[src/rtl/keypad_debounce.sv]
`default_nettype none
// +-----------------------------------------------------------------------------+
// | keypad_debounce: sync + shared-counter debounce of 10 digits and '#', with  |
// | chord-rejecting press FSM and one-cycle press strobes.                      |
// | Revision: 1.0                                                               |
// +-----------------------------------------------------------------------------+
module keypad_debounce #(
  parameter int DEBOUNCE_CNT = 10000,
  parameter int CNT_W        = 14
) (
  input  logic       clk,
  input  logic       rst,
  input  logic [9:0] raw_keypad,
  input  logic       raw_sharp,
  output logic [9:0] keypad,
  output logic       sharp,
  output logic       key_pulse,
  output logic [3:0] key_code,
  output logic       sharp_pulse,
  output logic       multi_key
);

  localparam logic [CNT_W-1:0] C_CNT_LAST = CNT_W'(DEBOUNCE_CNT - 1);

  typedef enum logic [1:0] {
    ST_IDLE  = 2'd0,
    ST_PRESS = 2'd1,
    ST_MULTI = 2'd2
  } key_state_e;

  // Bit 10 carries '#', bits 9:0 the digits; the whole word debounces as one.
  logic [10:0]      sync1_q, sync1_d;
  logic [10:0]      sync2_q, sync2_d;
  logic [10:0]      cand_q, cand_d;
  logic [10:0]      stable_q, stable_d;
  logic [CNT_W-1:0] cnt_q, cnt_d;
  key_state_e       state_q, state_d;
  logic             key_pulse_q, key_pulse_d;
  logic [3:0]       key_code_q, key_code_d;
  logic             multi_key_q, multi_key_d;
  logic             sharp_d1_q, sharp_d1_d;
  logic             sharp_pulse_q, sharp_pulse_d;

  logic [9:0]       w_k;
  logic [3:0]       w_key_cnt;
  logic [3:0]       w_key_idx;
  logic             w_one_hot;
  logic             w_many;

  always_comb begin
    sync1_d  = {raw_sharp, raw_keypad};
    sync2_d  = sync1_q;
    cand_d   = cand_q;
    cnt_d    = cnt_q;
    stable_d = stable_q;
    if (sync2_q != cand_q) begin
      cand_d = sync2_q;
      cnt_d  = '0;
    end else if (cnt_q == C_CNT_LAST) begin
      stable_d = cand_q;
    end else begin
      cnt_d = cnt_q + 1'b1;
    end
  end

  always_comb begin
    w_k       = stable_q[9:0];
    w_key_cnt = 4'd0;
    w_key_idx = 4'd0;
    for (int i = 0; i < 10; i++) begin
      if (w_k[i]) begin
        w_key_cnt = w_key_cnt + 4'd1;
        w_key_idx = 4'(i);
      end
    end
    w_one_hot = (w_key_cnt == 4'd1);
    w_many    = (w_key_cnt > 4'd1);
  end

  always_comb begin
    state_d     = state_q;
    key_pulse_d = 1'b0;
    key_code_d  = key_code_q;
    case (state_q)
      ST_IDLE: begin
        if (w_one_hot) begin
          state_d     = ST_PRESS;
          key_pulse_d = 1'b1;
          key_code_d  = w_key_idx;
        end else if (w_many) begin
          state_d = ST_MULTI;
        end
      end
      ST_PRESS: begin
        // Any change away from the accepted digit is treated as a chord.
        if (w_k == 10'd0) begin
          state_d = ST_IDLE;
        end else if (w_k != (10'd1 << key_code_q)) begin
          state_d = ST_MULTI;
        end
      end
      ST_MULTI: begin
        if (w_k == 10'd0) begin
          state_d = ST_IDLE;
        end
      end
      default: state_d = ST_IDLE;
    endcase
    multi_key_d   = w_many;
    sharp_d1_d    = stable_q[10];
    sharp_pulse_d = stable_q[10] & ~sharp_d1_q;
  end

  always_ff @(posedge clk) begin
    if (rst) begin
      sync1_q       <= '0;
      sync2_q       <= '0;
      cand_q        <= '0;
      stable_q      <= '0;
      cnt_q         <= '0;
      state_q       <= ST_IDLE;
      key_pulse_q   <= 1'b0;
      key_code_q    <= 4'd0;
      multi_key_q   <= 1'b0;
      sharp_d1_q    <= 1'b0;
      sharp_pulse_q <= 1'b0;
    end else begin
      sync1_q       <= sync1_d;
      sync2_q       <= sync2_d;
      cand_q        <= cand_d;
      stable_q      <= stable_d;
      cnt_q         <= cnt_d;
      state_q       <= state_d;
      key_pulse_q   <= key_pulse_d;
      key_code_q    <= key_code_d;
      multi_key_q   <= multi_key_d;
      sharp_d1_q    <= sharp_d1_d;
      sharp_pulse_q <= sharp_pulse_d;
    end
  end

  assign keypad      = stable_q[9:0];
  assign sharp       = stable_q[10];
  assign key_pulse   = key_pulse_q;
  assign key_code    = key_code_q;
  assign sharp_pulse = sharp_pulse_q;
  assign multi_key   = multi_key_q;

endmodule
`default_nettype wire

[config.mk]
export PLATFORM = sky130hd
export DESIGN_NAME = keypad_debounce
export DESIGN_NICKNAME = d
export VERILOG_FILES = /design/src/rtl/keypad_debounce.sv
export SDC_FILE = /design/constraint.sdc
export NUM_CORES = 1
export LEC_CHECK = 0
export BUFFER_PORTS_ARGS = -buffer_cell sky130_fd_sc_hd__buf_2
export CORE_MARGIN = 10
export CORE_UTILIZATION = 45
export DETAILED_ROUTE_END_ITERATION = 10
export PLACE_DENSITY = 0.59
export SLEW_MARGIN = 20
export SYNTH_ARGS = -nofsm -noshare
export SYNTH_HDL_FRONTEND = slang
export SYNTH_SLANG_ARGS = --single-unit
[constraint.sdc]
create_clock -name clk -period 7.45 [get_ports clk]
set_input_delay 1.1175 -clock clk [delete_from_list [all_inputs] [get_ports clk]]
set_output_delay 1.1175 -clock clk [all_outputs]
set_load 0.02 [all_outputs]
# Word level (Yosys, flattened, before mapping)
# Index checks and enable logic that the tools add are counted.
[op_classes]
n_bitwise = 4
muxes = 26
n_reduce_logical = 7
shifts = 1
eq_ne = 9
order_cmp = 1
n_addsub = 10
[op_table]
columns = ["op", "n"]
rows = [
  ["two-way mux 4 bit", 17],
  ["adder 4 x 1 -> 4 bit (second input constant)", 9],
  ["adder 14 x 1 -> 14 bit (second input constant)", 1],
  ["== test 14 bit (second input constant)", 1],
  ["inequality test 11 bit", 1],
  ["logical NOT 10 bit", 1],
  ["two-way mux 2 bit", 5],
  ["inequality test 10 bit", 1],
  ["left shift 1 x 4 -> 10 bit (first input constant)", 1],
  ["inequality test 3 bit (second input constant)", 2],
  ["case mux 2 bit (3 select lines)", 1],
  ["== test 4 x 1 -> 1 bit (second input constant)", 1],
  ["> comparator 4 x 1 -> 1 bit (second input constant)", 1],
  ["AND reduction 2 bit", 2],
  ["OR reduction 2 bit", 2],
  ["two-way mux 1 bit", 3],
  ["NOT 1 bit", 3],
  ["AND reduction 3 bit", 1],
  ["== test 2 x 1 -> 1 bit (second input constant)", 1],
  ["== test 2 bit (second input constant)", 1],
  ["logical NOT 2 bit", 1],
  ["inequality test 2 bit (second input constant)", 1],
  ["bitwise AND 1 bit", 1],
]
[totals]
in_bits = 13
output_inout_bits = 18
ff_bits = 68

# Depth between registers and ports, before layout
[logic_depth]
word_depth = 23
mapped_depth = 26
ltp_nobuf = 26

# Least setup slack after synthesis
# OpenSTA, ideal clock, no wires.
[synth_path]
path_kind = "register to register"
startpoint = "register stable_q[1]"
endpoint = "register key_code_q[2], in the netlist key_code[2]"
path_buffers = 1
t_arrival_ns = 5.501
setup_time_ns = 0.071
path_stages_with_launch = 27
t_required_ns = 7.379
path_slack_ns = 1.878
path_cell_list = "dfxtp_1 inv_1 ha_1 buf_2 xor2_1 ha_1 and2b_1 a211o_1 and4_4 nor3_2 ha_1 nor2b_1 o21ai_0 a31o_2 a32oi_1 a31o_2 nor2_1 a31oi_1 ha_1 nand2_1 xor2_1 xnor2_1 o311ai_2 a31oi_4 nand3_2 or3_1 a21oi_1"
[synth_via]
elab_chain_len = 19
[synth_lines]
columns = ["item", "line_no", "text"]
rows = [
  ["start: declaration", "35", "logic [10:0] stable_q, stable_d;"],
  ["start signal: assignment", "131", "stable_q <= stable_d;"],
  ["two-way mux 4 bit (*)", "71", "if (w_k[i]) begin"],
  ["adder 4 x 1 -> 4 bit", "72", "w_key_cnt = w_key_cnt + 4'd1;"],
  ["two-way mux 4 bit (*)", "71", ""],
  ["adder 4 x 1 -> 4 bit", "72", ""],
  ["two-way mux 4 bit (*)", "71", ""],
  ["adder 4 x 1 -> 4 bit", "72", ""],
  ["two-way mux 4 bit (*)", "71", ""],
  ["adder 4 x 1 -> 4 bit", "72", ""],
  ["(+3 left out)", "n/a", ""],
  ["adder 4 x 1 -> 4 bit", "72", ""],
  ["two-way mux 4 bit (*)", "71", ""],
  ["adder 4 x 1 -> 4 bit", "72", ""],
  ["two-way mux 4 bit (*)", "71", ""],
  ["adder 4 x 1 -> 4 bit", "72", ""],
  ["two-way mux 4 bit (*)", "71", ""],
  ["== test 4 x 1 -> 1 bit (*)", "76", "w_one_hot = (w_key_cnt == 4'd1);"],
  ["AND reduction 2 bit (no source line) (*)", "n/a", ""],
  ["end signal: assignment", "135", "key_code_q <= key_code_d;"],
  ["end: declaration", "39", "logic [3:0] key_code_q, key_code_d;"],
]
# Every way passes the cells marked *; elsewhere a longest branch is shown, timed or not.
# A chain may end at the register's enable or synchronous reset.

# Final worst setup path
# Same ends and word-level chain as after synthesis.

==> flow_summary.toml <==
[critical_path]
end_kind = "flop"
crit_arrival_ns = 6.29
max_stage_delay_ns = 0.45
cp_common_cell = "ha_1"
cp_max_fo = 8
reg2reg_slack_ns = 1.41
r2r-start = "stable_q[1]$_SDFFE_PP0P_"
slowest_stage = "dfxtp_1"
startpoint = "stable_q[1]$_SDFFE_PP0P_"
cp-start-kind = "flop"
crit_path_end = "key_code[2]$_SDFFE_PP0P_"
r2r_end = "key_code[2]$_SDFFE_PP0P_"
r2r_cells = 25
critical_path_class = "reg2reg"
worstPathRequired_ns = 7.70

[sta]
finalCriticalPeriod_ns = 6.039
setup_violations = 0
rsz0062_at_grt = "false"
hold_viol_final = 0
fin_hold_ws_ns = 0.3822
fmax_mhz = 165.6
finClkSkew_ns = 0.01078
tns_ns = 0
post-route-period-util = 0.8106
slew_headroom = 0.3488
slew_violations = 0
tightest_slew_ns = 0.9769

[cells_and_area]
nets = 477
final_util = 0.5047
syn_to_final_growth_pct = 8.502
drive_above_1_share = 0.1463
final_common_cell = "dfxtp_1"
mostFrequentLayoutCells = "68 x dfxtp_1, 45 x nor2_1, 40 x nor2b_1"
antennaDiodeCount = 0

[power_and_ir_drop]
vdd_drop_max_mv = 0.1360
power_leakage_nw = 1.674
power.density_mw_per_mm2 = 154.6
power_mw = 0.6443

[floorplanning]
start_util = 0.4652
die_area_mm2 = 0.01263
fp-row-count = 33
ioPinCount = 31
core_mm2 = 0.008258
die_w_um = 112.4
fp.dieH_um = 112.4

[logic_synthesis]
netlist_instances = 436
avgSynthCellArea_um2 = 8.810
synth_top_flop_cell = "dfxtp_1"
synth_fp_nets = 460
synth_seq_area_share = 0.3544
yosysWarningCount = 0
synth_area_mm2 = 0.003841
synth.distinct_cells = 70
synth-seq-cells = 68
async_reset_ff_frac = 0
synth_edf_count = 0
synthTopCellsByArea = "dfxtp_1 35%, nor2b_1 6.5%, xor2_1 4.8%"
synth_top_area_share = 0.3544
yosysTopAreaCell = "dfxtp_1"

[cts]
cts_root_buf = "clkbuf_8"
cts-resized-gates = 0
cts_tree = "built"
cts_setup_buffers = 0
clock-sinks = 68
h-tree-depth = 3
cts-buffers-inserted = 9
insertion_delay_ns = 0.33
clk_pin_slew_ns = 0.07
holdBufCountCts = 0
clockBufferDepth = 2

[global_route]
antenna_found_initial = 0
grt_use_total = 0.1217
grt-ovfl-total = 0
grt_pass1_wl_mm = 13.30
grt_max_degree = 57
grt_pass1_vias = 2813

[routing]
via_count = 3043
drt-pass1-iter-count = 4
drt-vias-per-instance = 5.405
drt_wl_total_mm = 7.794
wl_per_cell_um = 13.84
first_iter_violations = 155
ant_nets = 0
remaining_drc_errors = 0

[run_status]
outcome = "finished, final reports clean"

[place]
port_buffers = 30
dp_hpwl_mm = 5.674
gp_congestion = 0.8226

[run]
drv_cap = 0

[hold_path]
hp-class = "reg2reg"
==> power by group <==
| part | total, mW | internal, mW | switching (mW) | leakage, nW |
|---|---|---|---|---|
| registers | 0.374 | 0.371 | 0.00321 | 0.553 |
| logic | 0.0196 | 0.00954 | 0.0101 | 1.04 |
| clock network | 0.251 | 0.121 | 0.130 | 0.0803 |
==> per-stage QoR <==
step / setup slack [ns] / std cells / instance area, µm²
floorplan: 1.878 / 436 / 3841
global placement: 1.606 / 547 / 4006
detailed placement: 1.413 / 547 / 4006
CTS: 1.435 / 563 / 4168
global route: 0.8240 / 563 / 4168
finish: 1.411 / 563 / 4168
==> how the worst min path moves through the flow <==
| stage | startpoint | end | depth (start not counted) |
|---|---|---|---|
| final | sharp_d1_q$_SDFF_PP0_ | sharp_pulse$_SDFF_PP0_ | 1 |
| after global routing | sharp_d1_q$_SDFF_PP0_ | sharp_pulse$_SDFF_PP0_ | 1 |
| after CTS | sharp_d1_q$_SDFF_PP0_ | sharp_pulse$_SDFF_PP0_ | 1 |
| after detailed placement | sharp_d1_q$_SDFF_PP0_ | sharp_pulse$_SDFF_PP0_ | 1 |
| after global placement | sharp_d1_q$_SDFF_PP0_ | sharp_pulse$_SDFF_PP0_ | 1 |
| after floorplan | sharp_d1_q$_SDFF_PP0_ | sharp_pulse$_SDFF_PP0_ | 1 |
==> cell families (layout without fill, tap and decap cells) <==
| logic type | Yosys count | in the layout | share of synthesized area |
|---|---|---|---|
| compound gates | 73 | 73 | 0.1417 |
| xor+xnor | 39 | 39 | 0.1042 |
| flops | 68 | 68 | 0.3544 |
| fa+ha+maj | 11 | 11 | 0.03583 |
| simple gates | 187 | 187 | 0.2687 |
| buf+inv | 40 | 62 | 0.04821 |
| mux | 18 | 18 | 0.04690 |
==> synthesized netlist by cell type, types with 2 or more instances <==
library cell,number
nor4_1,8
or4b_2,2
buf_2,6
or3_1,5
o22ai_1,3
o31a_1,2
xor2_2,2
a31o_2,2
nand3_1,14
clkbuf_1,13
nand2b_1,10
mux2i_1,18
o41ai_1,2
ha_1,11
nand3_2,2
a21oi_1,13
o221ai_1,3
dfxtp_1,68
inv_1,12
nand4_1,5
a211oi_1,5
a31oi_4,2
buf_1,3
nor3_1,7
buf_6,3
xor2_1,21
o31ai_1,4
nand2_1,24
o21ai_0,16
a211o_1,3
and4_1,3
a31oi_1,4
and3_1,7
xnor2_1,13
nor2_1,45
nor2b_1,40
nor3_2,2
==> flip-flops by register name, summed over array words and instances, names as in the netlist <==
| name | cells |
|---|---|
| cand_q | 11 |
| cnt_q | 14 |
| key_code | 4 |
| key_pulse | 1 |
| multi_key | 1 |
| sharp_d1_q | 1 |
| sharp_pulse | 1 |
| stable_q | 11 |
| state_q | 2 |
| sync1_q | 11 |
| sync2_q | 11 |
==> layout make-up <==
type,count,area (µm²)
clock buffers,12,135.1
clock inverters,4,26.28
fillers,801,4090
inverters,15,61.31
multi-input cells,328,2295
flip-flops and latches,68,1361
well taps,105,131.4
repair buffers,31,157.7
==> layer usage <==
metal / routed length (µm) / global-route usage
met1: 3779 / 0.1531
met2: 3627 / 0.1978
met3: 253 / 0.02290
met4: 133 / 0.05330
met5: 0 / 0
==> worst max-delay path: cells and delay by family, from the launching register on <==
kind | cells | cell delay [ns]
AOI/OAI and AO/OA | 9 | 1.91
and+or+nand+nor | 8 | 1.50
adders and majority gates | 4 | 1.16
xor gates and xnor gates | 3 | 0.83
DFF | 1 | 0.45
buffers and inverters | 1 | 0.11
No activity file was read; power rests on OpenSTA's default activity.
